### config.mk
export PLATFORM = sky130hd
export DESIGN_NAME = uart_rx_ctrl
export DESIGN_NICKNAME = d
export VERILOG_FILES = /design/src/rtl/uart_rx_ctrl.sv
export SDC_FILE = /design/constraint.sdc
export NUM_CORES = 1
export LEC_CHECK = 0
export CAP_MARGIN = 40
export CORE_UTILIZATION = 45
export DETAILED_ROUTE_END_ITERATION = 8
export DONT_BUFFER_PORTS = 1
export PLACE_DENSITY = 0.65
export SLEW_MARGIN = 20
export SYNTH_ARGS = -nofsm -noshare
export SYNTH_HDL_FRONTEND = slang
export SYNTH_SLANG_ARGS = --single-unit
### constraint.sdc
create_clock -name clk -period 4.3 [get_ports clk]
set_clock_uncertainty 0.1 [all_clocks]
set_input_delay 0.86 -clock clk [delete_from_list [all_inputs] [get_ports clk]]
set_output_delay 0.86 -clock clk [all_outputs]
set_load 0.02 [all_outputs]
### src/rtl/uart_rx_ctrl.sv
// uart_rx_ctrl: 8-bit UART receiver with optional even/odd parity and framing check
// Ports:
//   clk, rst       system clock, synchronous active-high reset
//   rx             asynchronous serial line, idle high
//   parity_en      1 = frame carries a parity bit after the data bits
//   parity_type    0 = even, 1 = odd
//   data_out       last received byte (LSB first on the line)
//   data_valid     one-cycle pulse per completed frame
//   parity_error   parity mismatch for the frame flagged by data_valid
//   framing_error  stop bit sampled low for the frame flagged by data_valid
//   busy           high whenever the receiver is not idle
module uart_rx_ctrl #(
    parameter int CLKS_PER_BIT = 868
) (
    input  logic       clk,
    input  logic       rst,
    input  logic       rx,
    input  logic       parity_en,
    input  logic       parity_type,
    output logic [7:0] data_out,
    output logic       data_valid,
    output logic       parity_error,
    output logic       framing_error,
    output logic       busy
);
    localparam int CW = $clog2(CLKS_PER_BIT);
    localparam logic [CW-1:0] LAST = CW'(CLKS_PER_BIT - 1);
    localparam logic [CW-1:0] MID = CW'((CLKS_PER_BIT - 1) / 2);
    typedef enum logic [2:0] {IDLE, START, DATA, PARITY, STOP, DONE} state_t;
    state_t state;
    logic [CW-1:0] cnt;
    logic [2:0] idx;
    logic [7:0] shift;
    logic rx_m, rx_s, p_en, p_type, p_bit, stop_bit;
    logic at_last;
    assign at_last = cnt == LAST;
    assign busy = state != IDLE;
    always_ff @(posedge clk) begin
        if (rst) begin
            state <= IDLE;
            cnt <= '0;
            idx <= '0;
            shift <= '0;
            rx_m <= 1'b1;
            rx_s <= 1'b1;
            p_en <= 1'b0;
            p_type <= 1'b0;
            p_bit <= 1'b0;
            stop_bit <= 1'b1;
            data_out <= '0;
            data_valid <= 1'b0;
            parity_error <= 1'b0;
            framing_error <= 1'b0;
        end else begin
            rx_m <= rx;
            rx_s <= rx_m;
            data_valid <= 1'b0;
            case (state)
                IDLE: if (!rx_s) begin
                    state <= START;
                    cnt <= '0;
                    p_en <= parity_en;
                    p_type <= parity_type;
                end
                // mid-bit check of the start bit rejects glitches
                START: if (cnt == MID) begin
                    state <= rx_s ? IDLE : DATA;
                    cnt <= '0;
                end else cnt <= cnt + 1'b1;
                DATA: if (at_last) begin
                    shift[idx] <= rx_s;
                    cnt <= '0;
                    idx <= idx + 1'b1;
                    if (idx == 3'd7) state <= p_en ? PARITY : STOP;
                end else cnt <= cnt + 1'b1;
                PARITY: if (at_last) begin
                    p_bit <= rx_s;
                    cnt <= '0;
                    state <= STOP;
                end else cnt <= cnt + 1'b1;
                // sampling at the stop-bit midpoint leaves half a bit to re-arm for the next start
                STOP: if (at_last) begin
                    stop_bit <= rx_s;
                    cnt <= '0;
                    state <= DONE;
                end else cnt <= cnt + 1'b1;
                DONE: begin
                    data_out <= shift;
                    data_valid <= 1'b1;
                    framing_error <= !stop_bit;
                    // odd parity flips the expected bit relative to even
                    parity_error <= p_en & (p_bit ^ (^shift) ^ p_type);
                    state <= IDLE;
                end
                default: state <= IDLE;
            endcase
        end
    end
endmodule
# Word level (Yosys, flattened, before mapping)
# Index checks and enable logic that the tools add are counted.
# W data, S select, Z words.
[word_totals] output_inout_bits=12 wordCells=66 register_bits=41 inputBits=5
[classes] n_bitwise=4 add_sub_neg=2 reduce_logical=13 n_lt_le_gt_ge=2 n_mux=17 n_eq_ne=14
[op_table] op="$mux W10" count=3
[op_table] op="$pmux W10 S3" count=1
[op_table] op="$mux W3" count=7
[op_table] op="$pmux W3 S5" count=1
[op_table] op="$ne A2 B2 Y1 const B" count=6
[op_table] op="$add A10 B1 Y10 const B" count=1
[op_table] op="$eq A10 B10 Y1 const B" count=1
[op_table] op="$eq A10 B9 Y1 const B" count=1
[op_table] op="$reduce_and A2 Y1" count=5
[op_table] op="$eq A3 B3 Y1 const B" count=3
[op_table] op="$bwmux W8" count=1
[op_table] op="$reduce_xor A8 Y1" count=1
[op_table] op="$eq A3 B2 Y1 const B" count=2
[op_table] op="$reduce_and A6 Y1" count=1
[op_table] op="$reduce_bool A3 Y1" count=2
[op_table] op="$lt A3 B4 Y1 const B" count=1
[op_table] op="$add A3 B1 Y3 const B" count=1
[op_table] op="$demux W1 S3" count=1
[op_table] op="$eq A3 B1 Y1 const B" count=1
[op_table] op="$ge A3 B1 Y1 const B" count=1
[op_table] op="$logic_not A3 Y1" count=1
[op_table] op="$reduce_or A3 Y1" count=1
[op_table] op="$mux W1" count=2
[op_table] op="$mux W2" count=1
[op_table] op="other kinds (5)" count=6

# Logic depth before layout (Yosys ltp)
# Gate-level depths: netlist of run 1.
[depth] depth_word=5 mapped_depth=7 ltp_nobuf=6

# Worst setup path after synthesis of run 1
# Ideal clock, no wire load.
[synth_timing] path_kind="register -> register" startpoint="register cnt[2]" endpoint="register shift[7]" path_slack_ns=2.127 path_stages_with_launch=6 setup_time_ns=0.072 path_buffers=1 t_required_ns=4.128 arrival_time_ns=2.001 synth_period_minus_slack_ns=2.173 cell_sequence="dfxtp_1 or4b_4 or4_4 buf_6 nor4b_2 mux2i_1"
[synth_via] elab_chain_len=2
[synth_rtl] item="start, declared" line="31" source="logic [CW-1:0] cnt;"
[synth_rtl] item="start signal, assigned" line="69" source="end else cnt <= cnt + 1'b1;"
[synth_rtl] item="start signal, assigned" line="75" source="end else cnt <= cnt + 1'b1;"
[synth_rtl] item="start signal, assigned" line="80" source="end else cnt <= cnt + 1'b1;"
[synth_rtl] item="$eq A10 B10 Y1" line="36" source="assign at_last = cnt == LAST;"
[synth_rtl] item="$reduce_and A2 Y1 (no source line)"
[synth_rtl] item="end signal, assigned by index" line="71" source="shift[idx] <= rx_s;"
[synth_rtl] item="end, declared" line="33" source="logic [7:0] shift;"
# Every way passes these cells.
# A chain may end at the register's enable or synchronous reset.

# Final worst setup path of run 1
[layout_timing] startpoint="register cnt[0]" endpoint="register state[1]"
[layout_via] elab_chain_len=3 word_cells_on_any_way=7 classes_between="eq/ne (6); reduce/logical (1)"
[layout_rtl] item="$eq A10 B9 Y1 / $eq A10 B10 Y1 (equally long branches)" line="66, 36"
[layout_rtl] item="$ne A2 B2 Y1 (no source line)"
[layout_rtl] item="$reduce_and A6 Y1 (no source line) (*)"
[layout_rtl] item="end signal, assigned" line="67" source="state <= rx_s ? IDLE : DATA;"
[layout_rtl] item="end signal, assigned" line="74" source="if (idx == 3'd7) state <= p_en ? PARITY : STOP;"
[layout_rtl] item="end, declared" line="30" source="state_t state;"
# Mark *: on every way between the ends. The rest lies on a longest branch, timed or not.

==> results.py, run 1 <==
metrics = {
    "power_and_ir_drop": {
        "p_clk_frac": 0.330,
        "power_frac_seq": 0.533,
        "vdd_ir_drop_max_mv": 0.159,
        "intPower_w": 0.000555,
        "switching_share": 0.295,
        "power_leakage_nw": 0.722,
        "switchingPower_w": 0.000232,
        "comb_power_share": 0.137,
        "p_per_area_nw_per_um2": 368,
    },
    "layout": {
        "syn_to_final_growth_pct": 5.04,
        "fin_nets": 243,
        "ff_latch_area_um2": 821,
        "multi_input_area_um2": 1140,
        "fillers": 408,
        "final_cell_count_no_fill": 286,
        "antenna_cells": 0,
        "drive_above_1_share": 0.0726,
    },
    "route": {
        "wl_met2_um": 1660,
        "drt.antenna.violating_nets": 0,
        "highest_layer": "met4",
        "dr_wl_met3_um": 146,
        "vias": 1609,
        "drt_iter0_markers": 111,
        "drc": 0,
        "routed_wl_um": 3970,
        "detail_route.wl_per_cell_um": 13.9,
        "firstDrtPassIters": 4,
        "avgViaCountPerCell": 5.63,
        "wl_met1_um": 2100,
    },
    "synthesis": {
        "synth_enable_flop_cells": 0,
        "synth_compound_area_frac": 0.146,
        "syn_area_per_cell_um2": 8.51,
        "synthDistinctLibCells": 46,
        "ys.warnings.count": 0,
        "synth_top_family_by_area": "simple AND/OR/NAND/NOR gates",
        "syn_nets": 248,
        "postSynthCellCount": 239,
        "async_flop_share": 0,
        "synth_xor_area_frac": 0.0369,
        "synthSimpleGateAreaFrac": 0.290,
        "yosysSeqAreaShare": 0.403,
        "netlist_area_um2": 2030,
        "synthAdderAreaFrac": 0.0246,
        "synth_mux_area_frac": 0.0640,
        "ys_ff_latch": 41,
        "synth_ff_type": "dfxtp_1",
    },
    "cts": {
        "clockRootBuffer": "clkbuf_8",
        "cts_buffer_depth": 2,
        "clock_latency_ns": 0.29,
        "postCtsSetupRepairBufs": 0,
        "hold_buffers": 0,
        "numCtsBuffers": 5,
        "cts_sinks": 41,
        "clk_pin_slew_ns": 0.08,
        "htree_levels": 2,
        "cts_tree": "built",
        "post_cts_resize_count": 0,
    },
    "sta": {
        "worst_slew_pin_slew_ns": 0.801,
        "rsz0062_at_grt": "no",
        "fin_crit_sh": 0.564,
        "slew_viol_final": 0,
        "fin_setup_tns_ns": 0,
        "fmaxAchievable_ghz": 0.413,
        "layout_min_cycle_time_ns": 2.42,
        "setup_viol": 0,
        "relSlewSlack": 0.461,
        "final-hold-violation-count": 0,
    },
    "setup_path": {
        "critPathLaunchType": "flop",
        "crit_family": "simple AND/OR/NAND/NOR gates",
        "end_kind": "flop",
        "slowest_delay_ns": 0.58,
        "crit_cells": 5,
        "cp.arrival_ns": 2.54,
        "r2r_setup_slack_ns": 1.88,
        "rr_endpoint": "state[1]",
        "endpoint": "state[1]",
        "ff2ff_path_depth": 5,
        "worstSetupStartpoint": "cnt[0]",
        "cp_slowest_cell": "or4b_2",
        "cp_max_fo": 12,
        "critical_path_class": "reg2reg",
        "crit_chain": "ha_1 -> or4b_2 -> o31a_1 -> nor3_1 -> mux2i_1",
        "worstPathRequired_ns": 4.42,
        "reg2reg_from": "cnt[0]",
        "critPathBufInv": 0,
    },
    "floorplan": {
        "die_area_um2": 4790,
        "die_h_um": 69.2,
        "io_pins": 17,
        "start_util": 0.467,
        "num_rows": 24,
        "core_region_area_um2": 4350,
        "chipWidth_um": 69.2,
    },
    "placement": {
        "dp.cells": 279,
        "gp_congestion": 0.832,
        "hpwl_um": 2630,
        "io_buffers": 0,
    },
    "global_route": {
        "grt_max_degree": 32,
        "track_usage": 0.178,
        "grt_pass1_wl_um": 6830,
        "overflow": 0,
        "grt_antenna_before_repair": 0,
        "grt_pass1_vias": 1474,
    },
    "outcome": {
        "status": "finished, final reports clean",
    },
    "run": {
        "cap_violations": 0,
    },
    "hold_path": {
        "hold_class": "reg2reg",
    },
}
[registers in the layout (all words and copies together) (netlist names)]
| register | count |
|---|---|
| p_en | 1 |
| parity_error | 1 |
| state | 3 |
| shift | 8 |
| rx_m | 1 |
| stop_bit | 1 |
| p_bit | 1 |
| data_out | 8 |
| framing_error | 1 |
| rx_s | 1 |
| cnt | 10 |
| data_valid | 1 |
| idx | 3 |
| p_type | 1 |
[worst reg2reg max path: cells and delay by family, from the launching register on]
| family | cells | cell delay, ns |
|---|---|---|
| adders and majority gates | 1 | 0.18 |
| and+or+nand+nor | 2 | 1.03 |
| DFF | 1 | 0.42 |
| muxes | 1 | 0.22 |
| AOI/OAI and AO/OA | 1 | 0.41 |
[power by group through the flow]
| stage | clock (W) | combinational (W) | sequential, W |
|---|---|---|---|
| global placement | 0 | 0.000108 | 0.000427 |
| detailed placement | 0 | 0.000109 | 0.000428 |
| CTS | 0.000267 | 0.000109 | 0.000418 |
| floorplan | 0 | 0.000110 | 0.000407 |
| finish | 0.000260 | 0.000108 | 0.000419 |
| global route | 0.000281 | 0.000120 | 0.000424 |
[cell families after synthesis]
family                     count (synthesis)
buffers and inverters                     17
and+or+nand+nor                          109
AOI/OAI and AO/OA                         48
xor gates and xnor gates                   7
DFF                                       41
muxes                                     13
adders and majority gates                  4
[worst min-delay path by stage]
stage	end	cells past startpoint	startpoint	slack [ns]
2_1_floorplan	rx_s	1	rx_m	0.29
3_3_place_gp	rx_s	1	rx_m	0.30
3_5_place_dp	rx_s	1	rx_m	0.29
4_1_cts	rx_s	1	rx_m	0.32
5_1_grt	rx_s	1	rx_m	0.32
6_report	rx_s	1	rx_m	0.31
[per-layer routing]
layer | up-vias | GRT usage
met5 | - | 0
met4 | 0 | 0.0680
met3 | 5 | 0.0494
met2 | 26 | 0.255
met1 | 733 | 0.253
li1 | 845 | -
[through the flow]
step | worst slack (ns) | power [W] | hold WS, ns | instance area, um^2 | utilization
2_1_floorplan | 2.13 | 0.000517 | 0.289 | 2030 | -
3_3_place_gp | 1.95 | 0.000535 | 0.297 | 2050 | 0.470
3_5_place_dp | 1.90 | 0.000536 | 0.294 | 2050 | 0.470
4_1_cts | 1.88 | 0.000794 | 0.315 | 2140 | 0.491
5_1_grt | 1.71 | 0.000824 | 0.324 | 2140 | 0.491
6_report | 1.88 | 0.000787 | 0.314 | 2140 | 0.491
[cell usage after synthesis (3+ instances only)]
cell      instances  area [um^2]
nand2_1          43          161
a21oi_1          21          105
nor3_1            5         25.0
dfxtp_1          41          821
nor4_1            3         18.8
nand3_1           9         45.0
clkbuf_1         10         37.5
nor2_1           11         41.3
xnor2_1           6         52.6
nand4_1           5         31.3
nand4b_1          3         26.3
ha_1              4         50.1
nor3b_1           3         22.5
inv_1             3         11.3
nor2b_1           5         31.3
mux2i_1          13          130
o22ai_1           7         43.8
o31a_1            3         26.3
or3_1             3         18.8
o21ai_0           6         30.0
[area by class of cell]
cell class,count,share of cell area
sequential,41,0.384
clock inverter,1,0.00351
multi-input combinational,181,0.535
clock buffer,6,0.0386
tap,52,0.0304
inverter,5,0.00878
[layout by cell type (no fill, tap or decap), drive strengths merged, types with 2 or more instances in the layout]
cell | synthesis | routed
a21oi | 21 | 21
o211ai | 2 | 2
nand3b | 2 | 2
o21a | 2 | 2
o21ai | 6 | 6
nor3b | 3 | 3
nand2b | 2 | 2
clkbuf | 10 | 6
nand4 | 5 | 5
nor4 | 5 | 5
clkinv | 2 | 2
ha | 4 | 4
mux2i | 13 | 13
or3 | 3 | 3
or4b | 3 | 3
nor3 | 5 | 5
inv | 3 | 3
xnor2 | 6 | 6
and2 | 2 | 2
or2 | 2 | 2
o22ai | 7 | 7
nand2 | 43 | 43
nor4b | 2 | 2
o31a | 3 | 3
nand3 | 9 | 9
nor2 | 11 | 11
nor2b | 5 | 5
dfxtp | 41 | 41
nand4b | 3 | 3
No activity file was read; power rests on OpenSTA's default activity.
==> run 2, diff against run 1 <==
PLACE_DENSITY = 0.67   (was 0.65)
clock period = 2 ns   (was 4.3 ns; I/O delays follow)
==> run 2 against run 1 <==
Effect of this change:
- the flow now finishes with violations (negative setup slack)
- combinational power grew to 4.0 times the previous value
- sequential power grew 110%
- core utilization grew 7.8 points
==> results.py, run 2 (synthesis gave the netlist of run 1 again) <==
metrics = {
    "setup_path": {
        "critPathLaunchType": "flop",
        "end_kind": "flop",
        "rr_endpoint": "shift[7]",
        "worstPathRequired_ns": 2.12,
        "reg2reg_from": "cnt[4]",
        "cp_max_fo": 6,
        "critical_path_class": "reg2reg",
        "cp.arrival_ns": 2.16,
        "ff2ff_path_depth": 4,
        "r2r_setup_slack_ns": -0.03,
    },
    "power_and_ir_drop": {
        "p_clk_frac": 0.309,
        "intPower_w": 0.00130,
        "switching_share": 0.303,
        "switchingPower_w": 0.000566,
        "p_per_area_nw_per_um2": 755,
        "power_frac_seq": 0.462,
        "power_leakage_nw": 0.985,
        "vdd_ir_drop_max_mv": 0.594,
        "comb_power_share": 0.229,
    },
    "route": {
        "avgViaCountPerCell": 5.57,
        "firstDrtPassIters": 4,
        "drc": 0,
        "routed_wl_um": 4730,
        "vias": 1781,
        "drt.antenna.violating_nets": 0,
        "detail_route.wl_per_cell_um": 14.8,
        "drt_iter0_markers": 113,
    },
    "floorplan": {
        "io_pins": 17,
        "die_h_um": 69.2,
        "die_area_um2": 4790,
        "start_util": 0.467,
        "core_region_area_um2": 4350,
        "num_rows": 24,
        "chipWidth_um": 69.2,
    },
    "layout": {
        "top_register": "cnt",
        "final_core_util": 0.569,
        "multi_input_area_um2": 1220,
        "largest_reg_flops": 10,
        "layout_common_cells": "nand2_1 (43), dfxtp_1 (37), buf_4 (30), a21oi_1 (21), mux2i_1 (13)",
        "final_area_um2": 2480,
        "antenna_cells": 0,
        "syn_to_final_growth_pct": 21.7,
        "ff_latch_area_um2": 826,
        "fillers": 386,
        "fin_nets": 276,
        "reg.largest.list": "cnt (10), data_out (8), shift (8)",
        "final_common_cell": "nand2_1",
        "drive_above_1_share": 0.231,
    },
    "sta": {
        "rsz0062_at_grt": "yes",
        "final-hold-violation-count": 0,
        "layout_setup_ws_ns": -0.0340,
        "setup_viol": 2,
        "slew_viol_final": 0,
        "layout_min_cycle_time_ns": 2.03,
        "fin_setup_tns_ns": -0.0589,
        "fmaxAchievable_ghz": 0.492,
        "relSlewSlack": 0.491,
        "worst_slew_pin_slew_ns": 0.744,
        "fin_crit_sh": 1.02,
    },
    "global_route": {
        "overflow": 0,
        "grt_pass1_wl_um": 7930,
        "grt_antenna_before_repair": 0,
        "track_usage": 0.205,
        "grt_pass1_vias": 1696,
        "grt_max_degree": 32,
    },
    "placement": {
        "gp_congestion": 0.790,
        "place_area_um2": 2290,
        "hpwl_um": 3120,
        "io_buffers": 0,
        "place_ws_ns": -0.0879,
    },
    "cts": {
        "clockRootBuffer": "clkbuf_8",
        "cts_sinks": 41,
        "cts_tree": "built",
        "cts_buffer_depth": 2,
        "clock_latency_ns": 0.29,
        "htree_levels": 2,
        "numCtsBuffers": 5,
        "clk_pin_slew_ns": 0.09,
    },
    "run": {
        "cap_violations": 0,
    },
    "hold_path": {
        "holdPathEnd": "cnt[7]",
        "hold_class": "in2reg",
        "hp-start": "rst",
        "whs_path_depth": 1,
    },
    "outcome": {
        "violations": "negative setup slack",
        "status": "finished with violations",
    },
}
==> run 2: cell count changes in the layout (fill, tap and decap cells not counted), moves of 2 or more <==
| cell | previous run | this run |
|---|---|---|
| buf_4 | 0 | 30 |
| dfxtp_1 | 41 | 37 |
| dfxtp_2 | 0 | 4 |
| o22ai_1 | 7 | 3 |
| o22ai_2 | 0 | 4 |
| buf_6 | 0 | 2 |
| nor4_2 | 2 | 0 |
| nor4_4 | 0 | 2 |
| o21ai_0 | 6 | 4 |
| o21ai_1 | 0 | 2 |
==> run 2: worst max path at each step <==
stage	end	start	slack (ns)	cells past startpoint
final	shift[7]	cnt[4]	-0.03	4
after global placement	shift[7]	cnt[3]	-0.05	4
after global routing	shift[5]	cnt[3]	-0.09	5
after detailed placement	state[0]	cnt[1]	-0.09	6
after floorplan	shift[7]	cnt[4]	-0.04	5
after CTS	shift[7]	cnt[4]	-0.05	4
==> run 2: routing by layer <==
layer  up-vias  part of all wire  global-route usage  wire [um]
met2        43              0.45               0.303       2130
met4         0             0.013              0.0839         62
met3         8             0.039              0.0436        183
met1       817              0.50               0.289       2360
met5         -                 0                   0          0
li1        913                 -                   -          -
==> run 2: stage by stage <==
| stage | instances | total power, W | hold slack, ns |
|---|---|---|---|
| after floorplan | 239 | 0.00114 | 0.289 |
| after global placement | 308 | 0.00125 | 0.293 |
| after detailed placement | 308 | 0.00125 | 0.297 |
| after CTS | 319 | 0.00187 | 0.0554 |
| after global routing | 320 | 0.00195 | 0.0543 |
| final | 320 | 0.00187 | 0.0664 |
==> run 2: layout make-up <==
class | instances | area share
clock inverters | 2 | 0.00556
well taps | 52 | 0.0263
repair buffers | 33 | 0.102
inverters | 5 | 0.00758
flip-flops and latches | 41 | 0.334
multi-input cells | 181 | 0.492
clock buffers | 6 | 0.0334
==> run 2: timing repair <==
item                       CTS  global route
pin swaps                    3             3
gates cloned                 1             1
hold buffers                 0             0
setup endpoints to repair   13            22
setup buffers                2             0
gates resized for setup      7             9
==> run 2: power groups by stage <==
stage	combinational (W)	sequential, W	clock [W]
finish	0.000429	0.000863	0.000578
global route	0.000465	0.000866	0.000620
CTS	0.000408	0.000863	0.000595
detailed placement	0.000371	0.000882	0
global placement	0.000367	0.000882	0
floorplan	0.000265	0.000877	0
==> run 2: worst max-delay path, cell delays in order (launching register included) <==
cell and delay (ns):
dfxtp_2 0.32, or4b_4 0.54, or4_4 0.49, nor4b_4 0.30
mux2i_1 0.21
